## src/rtl/ac97_cmd_queue.sv

```systemverilog
// AC97 codec register-access engine: queues user read/write requests, issues one per frame
// on the slot-1/2 command inputs, and returns read data (or a timeout) from the status slots.
module ac97_cmd_queue #(
   parameter int DEPTH          = 8,
   parameter int TIMEOUT_FRAMES = 4
) (
   input  logic                     system_clock,
   input  logic                     reset,
   input  logic                     ready,
   input  logic                     req_valid,
   output logic                     req_ready,
   input  logic                     req_write,
   input  logic [6:0]               req_addr,
   input  logic [15:0]              req_data,
   output logic [7:0]               command_address,
   output logic [15:0]              command_data,
   output logic                     command_valid,
   input  logic                     status_valid,
   input  logic [6:0]               status_addr,
   input  logic [15:0]              status_data,
   output logic                     rsp_valid,
   output logic [6:0]               rsp_addr,
   output logic [15:0]              rsp_data,
   output logic                     rsp_timeout,
   output logic [$clog2(DEPTH):0]   level,
   output logic                     busy
);

   localparam int AW = $clog2(DEPTH);
   localparam int LW = AW + 1;
   localparam logic [AW-1:0] PTR_ONE   = AW'(1);
   localparam logic [LW-1:0] LVL_ONE   = LW'(1);
   localparam logic [LW-1:0] LVL_ZERO  = LW'(0);
   localparam logic [LW-1:0] LVL_FULL  = LW'(DEPTH);
   localparam logic [7:0]    CNT_LAST  = 8'(TIMEOUT_FRAMES - 1);

   typedef enum logic [1:0] {
      ST_IDLE    = 2'd0,
      ST_HOLD    = 2'd1,
      ST_WAIT_RD = 2'd2
   } state_t;

   logic              ready_meta_r, ready_sync_r, ready_prev_r;
   logic              tick_s;
   logic [23:0]       mem_r [DEPTH];
   logic [AW-1:0]     wr_ptr_r, rd_ptr_r;
   logic [LW-1:0]     level_r, level_next_s;
   logic              req_ready_r, busy_r;
   state_t            state_r, state_next_s;
   logic              cur_write_r;
   logic [6:0]        pend_addr_r;
   logic [7:0]        frame_cnt_r;
   logic [7:0]        cmd_addr_r;
   logic [15:0]       cmd_data_r;
   logic              cmd_valid_r;
   logic              rsp_valid_r, rsp_timeout_r;
   logic [6:0]        rsp_addr_r;
   logic [15:0]       rsp_data_r;
   logic              push_s, pop_s, load_s, clear_cmd_s;
   logic              cnt_clear_s, cnt_inc_s, rsp_fire_s, rsp_to_s;
   logic              status_hit_s;
   logic [23:0]       head_s;

   assign tick_s       = ready_sync_r & ~ready_prev_r;
   assign push_s       = req_valid & req_ready_r;
   assign head_s       = mem_r[rd_ptr_r];
   assign status_hit_s = status_valid & (status_addr == pend_addr_r);

   assign req_ready       = req_ready_r;
   assign busy            = busy_r;
   assign level           = level_r;
   assign command_address = cmd_addr_r;
   assign command_data    = cmd_data_r;
   assign command_valid   = cmd_valid_r;
   assign rsp_valid       = rsp_valid_r;
   assign rsp_addr        = rsp_addr_r;
   assign rsp_data        = rsp_data_r;
   assign rsp_timeout     = rsp_timeout_r;

   // ready crosses from the bit-clock domain; its synchronised rising edge marks one frame
   always_ff @(posedge system_clock) begin
      if (reset) begin
         ready_meta_r <= 1'b0;
         ready_sync_r <= 1'b0;
         ready_prev_r <= 1'b0;
      end else begin
         ready_meta_r <= ready;
         ready_sync_r <= ready_meta_r;
         ready_prev_r <= ready_sync_r;
      end
   end

   // request storage; entry = {write, addr, data}
   always_ff @(posedge system_clock) begin
      if (push_s) begin
         mem_r[wr_ptr_r] <= {req_write, req_addr, req_data};
      end
   end

   // occupancy after this cycle's push/pop
   always_comb begin
      level_next_s = level_r;
      case ({push_s, pop_s})
         2'b10:   level_next_s = level_r + LVL_ONE;
         2'b01:   level_next_s = level_r - LVL_ONE;
         default: level_next_s = level_r;
      endcase
   end

   // next-state and control strobes; only WAIT_RD reacts outside tick cycles
   always_comb begin
      state_next_s = state_r;
      pop_s        = 1'b0;
      load_s       = 1'b0;
      clear_cmd_s  = 1'b0;
      cnt_clear_s  = 1'b0;
      cnt_inc_s    = 1'b0;
      rsp_fire_s   = 1'b0;
      rsp_to_s     = 1'b0;
      case (state_r)
         ST_IDLE: begin
            if (tick_s) begin
               if (level_r != LVL_ZERO) begin
                  pop_s        = 1'b1;
                  load_s       = 1'b1;
                  state_next_s = ST_HOLD;
               end else begin
                  clear_cmd_s  = 1'b1;
               end
            end else begin
               state_next_s = ST_IDLE;
            end
         end
         ST_HOLD: begin
            if (tick_s) begin
               if (cur_write_r) begin
                  if (level_r != LVL_ZERO) begin
                     pop_s        = 1'b1;
                     load_s       = 1'b1;
                  end else begin
                     clear_cmd_s  = 1'b1;
                     state_next_s = ST_IDLE;
                  end
               end else begin
                  clear_cmd_s  = 1'b1;
                  cnt_clear_s  = 1'b1;
                  state_next_s = ST_WAIT_RD;
               end
            end else begin
               state_next_s = ST_HOLD;
            end
         end
         ST_WAIT_RD: begin
            // a match in the timeout tick cycle still returns real data
            if (status_hit_s) begin
               rsp_fire_s   = 1'b1;
               state_next_s = ST_IDLE;
            end else if (tick_s) begin
               if (frame_cnt_r == CNT_LAST) begin
                  rsp_fire_s   = 1'b1;
                  rsp_to_s     = 1'b1;
                  state_next_s = ST_IDLE;
               end else begin
                  cnt_inc_s    = 1'b1;
               end
            end else begin
               state_next_s = ST_WAIT_RD;
            end
         end
         default: begin
            state_next_s = ST_IDLE;
         end
      endcase
   end

   // FIFO pointers, flags and FSM state
   always_ff @(posedge system_clock) begin
      if (reset) begin
         wr_ptr_r    <= {AW{1'b0}};
         rd_ptr_r    <= {AW{1'b0}};
         level_r     <= LVL_ZERO;
         req_ready_r <= 1'b0;
         busy_r      <= 1'b0;
         state_r     <= ST_IDLE;
         frame_cnt_r <= 8'd0;
      end else begin
         if (push_s) begin
            wr_ptr_r <= wr_ptr_r + PTR_ONE;
         end
         if (pop_s) begin
            rd_ptr_r <= rd_ptr_r + PTR_ONE;
         end
         level_r     <= level_next_s;
         req_ready_r <= (level_next_s != LVL_FULL);
         busy_r      <= (state_next_s != ST_IDLE) || (level_next_s != LVL_ZERO);
         state_r     <= state_next_s;
         if (cnt_clear_s) begin
            frame_cnt_r <= 8'd0;
         end else if (cnt_inc_s) begin
            frame_cnt_r <= frame_cnt_r + 8'd1;
         end
      end
   end

   // command and response output registers
   always_ff @(posedge system_clock) begin
      if (reset) begin
         cmd_addr_r    <= 8'h00;
         cmd_data_r    <= 16'h0000;
         cmd_valid_r   <= 1'b0;
         cur_write_r   <= 1'b0;
         pend_addr_r   <= 7'h00;
         rsp_valid_r   <= 1'b0;
         rsp_addr_r    <= 7'h00;
         rsp_data_r    <= 16'h0000;
         rsp_timeout_r <= 1'b0;
      end else begin
         if (load_s) begin
            cmd_addr_r  <= {~head_s[23], head_s[22:16]};
            cmd_data_r  <= head_s[23] ? head_s[15:0] : 16'h0000;
            cmd_valid_r <= 1'b1;
            cur_write_r <= head_s[23];
            pend_addr_r <= head_s[22:16];
         end else if (clear_cmd_s) begin
            cmd_valid_r <= 1'b0;
         end
         rsp_valid_r <= rsp_fire_s;
         if (rsp_fire_s) begin
            rsp_addr_r    <= pend_addr_r;
            rsp_data_r    <= rsp_to_s ? 16'h0000 : status_data;
            rsp_timeout_r <= rsp_to_s;
         end
      end
   end

endmodule

```

## config.mk

```make
export PLATFORM = sky130hd
export DESIGN_NAME = ac97_cmd_queue
export DESIGN_NICKNAME = d
export VERILOG_FILES = /design/src/rtl/ac97_cmd_queue.sv
export SDC_FILE = /design/constraint.sdc
export NUM_CORES = 1
export LEC_CHECK = 0
export ABC_AREA = 1
export CAP_MARGIN = 10
export CORE_MARGIN = 1.5
export CORE_UTILIZATION = 45
export DETAILED_ROUTE_END_ITERATION = 8
export DONT_BUFFER_PORTS = 1
export SLEW_MARGIN = 5
export SYNTH_ARGS = -nofsm -noshare
export SYNTH_HDL_FRONTEND = slang
export SYNTH_SLANG_ARGS = --single-unit
export TNS_END_PERCENT = 100
```

## constraint.sdc

```tcl
create_clock -name system_clock -period 4.8 [get_ports system_clock]
set_input_delay 1.2 -clock system_clock [delete_from_list [all_inputs] [get_ports system_clock]]
set_output_delay 1.2 -clock system_clock [all_outputs]
set_load 0.05 [all_outputs]
```

==> impl_metrics.yaml, run 1 <==
run_status:
  status: "complete, no violations"
sta:
  timing.fmax_mhz: 357
  worstMarginPinSlew_ps: 1170
  slew_violations: 0
  fin_worst_skew_ps: 5.96
  slew_headroom_pct: 22.1
  hold_viol_final: 0
  setup_tns_ps: 0
  period_share_pct: 58.4
  finalSetupViolCount: 0
  period_minus_slack_ps: 2800
  grt_setup_unrepaired: "false"
clock_network:
  numCtsBuffers: 28
  clk_path_buf_depth: 3
  cts_tree: "done"
  post_cts_buffers: 0
  clk_latency_ps: 530
  postCtsHoldBufs: 0
  cts_sinks: 271
  post_cts_resized: 0
  cts.clk_slew.worst_paths_ps: 60
  cts.root.buffer_cell: "clkbuf_16"
  ctsHtreeMaxLevel: 1
synth:
  async_flop_share_pct: 0
  ys_warn_count: 0
  ys_seq_area_share_pct: 68.5
  synth_cells: 949
  syn-num-nets: 1006
  synth_area_mm2: 0.0107
  avgSynthCellArea_um2: 11.3
  synth-seq-cells: 271
  synth_cell_types: 40
  synth-main-ff-cell: "edfxtp_1"
  synth_edf_count: 192
finish:
  final_cell_mix: "192 x edfxtp_1, 154 x nor2_1, 141 x nand2_1"
  layout.nets: 997
  syn2layout_area_growth_pct: 11.0
  drive_above_1_share_pct: 10.1
  layout_commonest_cell: "edfxtp_1"
  diodes: 0
  final_area_mm2: 0.0119
  n_fill_cell: 2058
critical_path:
  crit_required_ps: 5220
  critPathMaxStageDelay_ps: 730
  cp_common_cell: "nand2_1"
  worstPathArrival_ps: 3220
  critPathLaunchType: "register"
  cp_cell_sequence: "nor2_1, nand2_1, nand3_4, inv_4, ha_1, o21ai_0, nand2_1, inv_1, nand3_1, nand2_1, nand2_1"
  startpoint: "level[1]$_SDFF_PP0_"
  crit_type: "register to register"
  timing.rr.start: "level[1]$_SDFF_PP0_"
  crit_path_top_delay_cell: "dfxtp_1"
  cp-end-kind: "register"
  crit_fanout: 27
detailed_routing:
  wl_per_cell_um: 18.1
  first_pass_iters: 4
  initialDrtViolationCount: 655
  drc: 0
  drtAntennaViolNets: 0
  avgViaCountPerCell: 5.37
  num_vias: 6874
  drt-total-wl_mm: 23.2
die:
  dieHeight_um: 157
  ios: 108
  dieArea_mm2: 0.0248
  rows: 56
  die_w_um: 157
  core_mm2: 0.0234
  start_util_pct: 45.8
grt:
  grt_pass1_wl_mm: 36.1
  grt.total_usage_pct: 18.8
  grt_overflow: 0
  grt_max_degree: 97
  antenna_found_initial: 0
  first_global_vias: 6436
placement:
  dpl_cell_area_mm2: 0.0110
  gp_congestion: 0.790
  hpwl_mm: 13.6
  portBuffers: 0
power:
  p_leak_nw: 4.09
  ir_worst_vdd_uv: 329
  cellPowerDensity_mw_per_mm2: 408
worst_hold_path:
  hold_class: "register to register"
  hp-start: "ready_meta_r$_SDFF_PP0_"
flow_run:
  max_cap_viol_count: 0
[power breakdown]
group          switching (W)  leakage (nW)  total [W]  internal [W]
sequential         0.0000460          2.37    0.00258       0.00253
clock               0.000865         0.435    0.00213       0.00126
combinational       0.000105          1.29   0.000154     0.0000486
total                0.00102          4.09    0.00486       0.00384
[through the flow]
step,worst slack (ps),power [W],hold slack [ps],std cells,utilization [%]
CTS,1960,0.00491,416,1280,50.9
finish,2000,0.00486,416,1280,50.9
detailed placement,1780,0.00279,398,1229,47.0
floorplan,1750,0.00275,388,949,-
global route,1650,0.00503,436,1280,50.9
global placement,1810,0.00278,406,1229,47.0
[routing by layer]
| layer | track usage (%) | vias to the layer above | routed length, µm |
|---|---|---|---|
| li1 | - | 3335 | - |
| met1 | 26.9 | 3312 | 10600 |
| met2 | 29.6 | 196 | 10400 |
| met3 | 3.69 | 31 | 1720 |
| met4 | 4.67 | 0 | 425 |
| met5 | 0 | - | 0 |
[cell usage after synthesis (all sizes together) (5+ instances only)]
cell	number	area, µm²
o211ai	5	37.5
nand2	154	611
o221ai	10	87.6
mux2i	10	100
nand4	8	56.3
ha	5	62.6
inv	51	194
edfxtp	192	5770
o32ai	38	333
nor2	163	619
nor3	7	35.0
o21ai	81	413
nand3	33	193
a21oi	48	282
dfxtp	79	1580
clkbuf	23	86.3
buf	28	159
[path summary, 6_finish.rpt]
check	to	depth (start not counted)	slack, ps
max reg2reg	busy$_SDFF_PP0_	11	2000
max	busy$_SDFF_PP0_	11	2000
min	ready_sync_r$_SDFF_PP0_	2	420
min reg2reg	ready_sync_r$_SDFF_PP0_	2	420
[cell families after synthesis]
group	count (synthesis)	share of synthesized area, %
DFF	271	68.5
AOI/OAI and AO/OA	186	11.0
buffers and inverters	103	4.14
adders and majority gates	5	0.583
xor gates and xnor gates	6	0.490
and+or+nand+nor	368	14.3
muxes	10	0.933
[state kept, by name, indices dropped and copies added (netlist names), 2 cells and up, named ones only]
name             count
command_address      2
command_data        16
frame_cnt_r          8
level                4
mem_r              192
pend_addr_r          6
rd_ptr_r             3
rsp_addr             7
rsp_data            16
state_r              2
wr_ptr_r             3
[worst max-delay path, delay by kind of cell, from the launching register on]
kind / cells / cell delay [ps]
AO/OA/AOI/OAI: 1 / 280
flip-flops: 1 / 730
buffers and inverters: 2 / 400
adder cells (fa/ha/maj): 1 / 340
AND/OR/NAND/NOR: 7 / 950
[area by class of cell]
type                    count  area [µm²]  area share [%]
flip-flops and latches    271        7350            61.7
multi-input cells         575        2960            24.8
clock buffers              36         752            6.32
well taps                 319         399            3.35
inverters                  52         199            1.67
clock inverters            15         148            1.24
repair buffers             12         103           0.862
Note: power is estimated with default switching activity, not from simulation.
==> run 2: changes to the inputs <==
ABC_AREA = 0   (was 1)
clock period = 2.6 ns   (was 4.8 ns; I/O delays follow)
==> impl_metrics.yaml, run 2 <==
run_status:
  status: "complete, no violations"
flow_run:
  max_cap_viol_count: 0
sta:
  period_minus_slack_ps: 2520
  slew_violations: 0
  timing.fmax_mhz: 398
  period_share_pct: 96.7
  worstMarginPinSlew_ps: 558
  slew_headroom_pct: 62.7
  fin_worst_skew_ps: 17.5
  finalSetupViolCount: 0
  fin_ws_ps: 84.9
  hold_viol_final: 0
finish:
  drive_above_1_share_pct: 26.6
  layout.nets: 700
  postLayoutCoreUtil_pct: 52.8
  diodes: 0
  syn2layout_area_growth_pct: 15.2
  largest_reg_flops: 192
  regMostFlops: "mem_r"
  layout_commonest_cell: "edfxtp_1"
  final_cell_mix: "192 x edfxtp_1, 72 x dfxtp_1, 48 x mux4_2"
clock_network:
  ctsHtreeMaxLevel: 1
  cts.root.buffer_cell: "clkbuf_16"
  numCtsBuffers: 28
  cts_sinks: 271
  clk_latency_ps: 560
  cts.clk_slew.worst_paths_ps: 60
  cts_tree: "done"
  clk_path_buf_depth: 3
  postCtsHoldBufs: 0
synth:
  synth_common_cells: "192 x edfxtp_1, 79 x dfxtp_1, 51 x nor2_1"
  async_flop_share_pct: 0
  syn-num-nets: 666
  synth_edf_count: 192
  synth_cell_types: 55
  synth_top_cell_by_area: "edfxtp_1"
  synth_cells: 609
  yosys-top-cells-area: "edfxtp_1 56%, dfxtp_1 15%, mux4_2 10%"
  synth.most_common_cell: "edfxtp_1"
  ys_warn_count: 0
  ys_seq_area_share_pct: 71.0
  synth_top_cell_area_share_pct: 55.7
  synth-main-ff-cell: "edfxtp_1"
  synth-seq-cells: 271
  avgSynthCellArea_um2: 17.0
  synth_area_mm2: 0.0104
grt:
  grt_max_degree: 59
  antenna_found_initial: 0
  grt_overflow: 0
  grt.total_usage_pct: 17.6
  grt_pass1_wl_mm: 31.9
  first_global_vias: 5560
power:
  p_leak_nw: 3.78
  cellPowerDensity_mw_per_mm2: 751
  ir_worst_vdd_uv: 507
critical_path:
  worstPathArrival_ps: 2920
  crit_required_ps: 3010
  critPathLaunchType: "register"
  crit_type: "register to register"
  cp-end-kind: "register"
  crit_fanout: 4
die:
  dieArea_mm2: 0.0239
  start_util_pct: 45.9
  dieHeight_um: 155
  rows: 55
  ios: 108
  die_w_um: 155
  core_mm2: 0.0226
detailed_routing:
  first_pass_iters: 4
  wl_per_cell_um: 21.9
  drt-total-wl_mm: 20.8
  avgViaCountPerCell: 5.68
  initialDrtViolationCount: 361
  drtAntennaViolNets: 0
  num_vias: 5398
  drc: 0
placement:
  hpwl_mm: 12.4
  portBuffers: 0
  gp_congestion: 0.801
  pre_cts_ws_ps: 21.8
worst_hold_path:
  hold_class: "input pin to register"
run 2: changes by cell type after synthesis, sizes merged, moves of 16 or more:
cell / before / now
nand2: 154 / 12
mux4: 0 / 48
nor2: 163 / 52
o32ai: 38 / 0
mux2: 0 / 16
a21oi: 48 / 25
a22o: 0 / 17
o21ai: 81 / 14
nand3: 33 / 10
a22oi: 0 / 16
inv: 51 / 3
run 2: area by class of cell:
cell class / instances / area (µm²)
Clock buffer: 32 / 716
Fill cell: 1813 / 10600
Tap cell: 285 / 357
Clock inverter: 20 / 208
Timing Repair Buffer: 36 / 383
Inverter: 3 / 13.8
Sequential cell: 271 / 7360
Multi-Input combinational cell: 303 / 2890
run 2: path summary, 6_finish.rpt:
kind | startpoint | end | slack (ps) | cells after the start
max | ready_sync_r$_SDFF_PP0_ | busy$_SDFF_PP0_ | 80 | 9
min reg2reg | ready_meta_r$_SDFF_PP0_ | ready_sync_r$_SDFF_PP0_ | 480 | 1
min | reset | rsp_addr[6]$_SDFFE_PP0P_ | 180 | 1
max reg2reg | ready_sync_r$_SDFF_PP0_ | busy$_SDFF_PP0_ | 80 | 9
run 2: repair_timing:
action,CTS,global route
gates resized for setup,0,7
buffers inserted,0,1
endpoints found under the setup margin,0,3
run 2: logic make-up (layout without fill, tap and decap cells):
| kind of cell | count (synthesis) | in the layout | share of synthesized area [%] |
|---|---|---|---|
| DFF | 271 | 271 | 71.0 |
| xor gates and xnor gates | 17 | 17 | 1.44 |
| and+or+nand+nor | 117 | 117 | 5.99 |
| AOI/OAI and AO/OA | 90 | 90 | 6.12 |
| muxes | 74 | 74 | 13.1 |
| buffers and inverters | 35 | 91 | 1.73 |
| adders and majority gates | 5 | 5 | 0.604 |
run 2: where the power goes:
part	leakage (nW)	switching [W]	internal [W]	total, W
Sequential	2.38	0.0000460	0.00467	0.00472
Combinational	0.960	0.000176	0.000132	0.000308
Clock	0.440	0.00164	0.00229	0.00393
run 2: per-layer routing:
metal	share of wire [%]	global-route usage, %
met1	41	22.4
met2	49	30.7
met3	7.0	3.70
met4	2.2	4.30
met5	0	0
run 2: critical path, cell delays in order, from the launching register on:
cell,delay (ps)
dfxtp_2,340
or3b_4,420
or3_4,370
inv_4,60
ha_2,190
and4b_1,220
a311oi_2,340
nor3_2,110
xnor2_1,200
a41oi_1,130
run 2: stage by stage:
step | power [W] | instances | instance area (µm²) | TNS [ps] | hold WS (ps)
final | 0.00896 | 950 | 11900 | 0 | 180
after floorplan | 0.00505 | 609 | 10400 | -4170 | 414
after CTS | 0.00907 | 949 | 11900 | 0 | 153
after global placement | 0.00511 | 897 | 11000 | 0 | 465
after detailed placement | 0.00512 | 897 | 11000 | 0 | 473
after global routing | 0.00926 | 950 | 11900 | -64.9 | 154
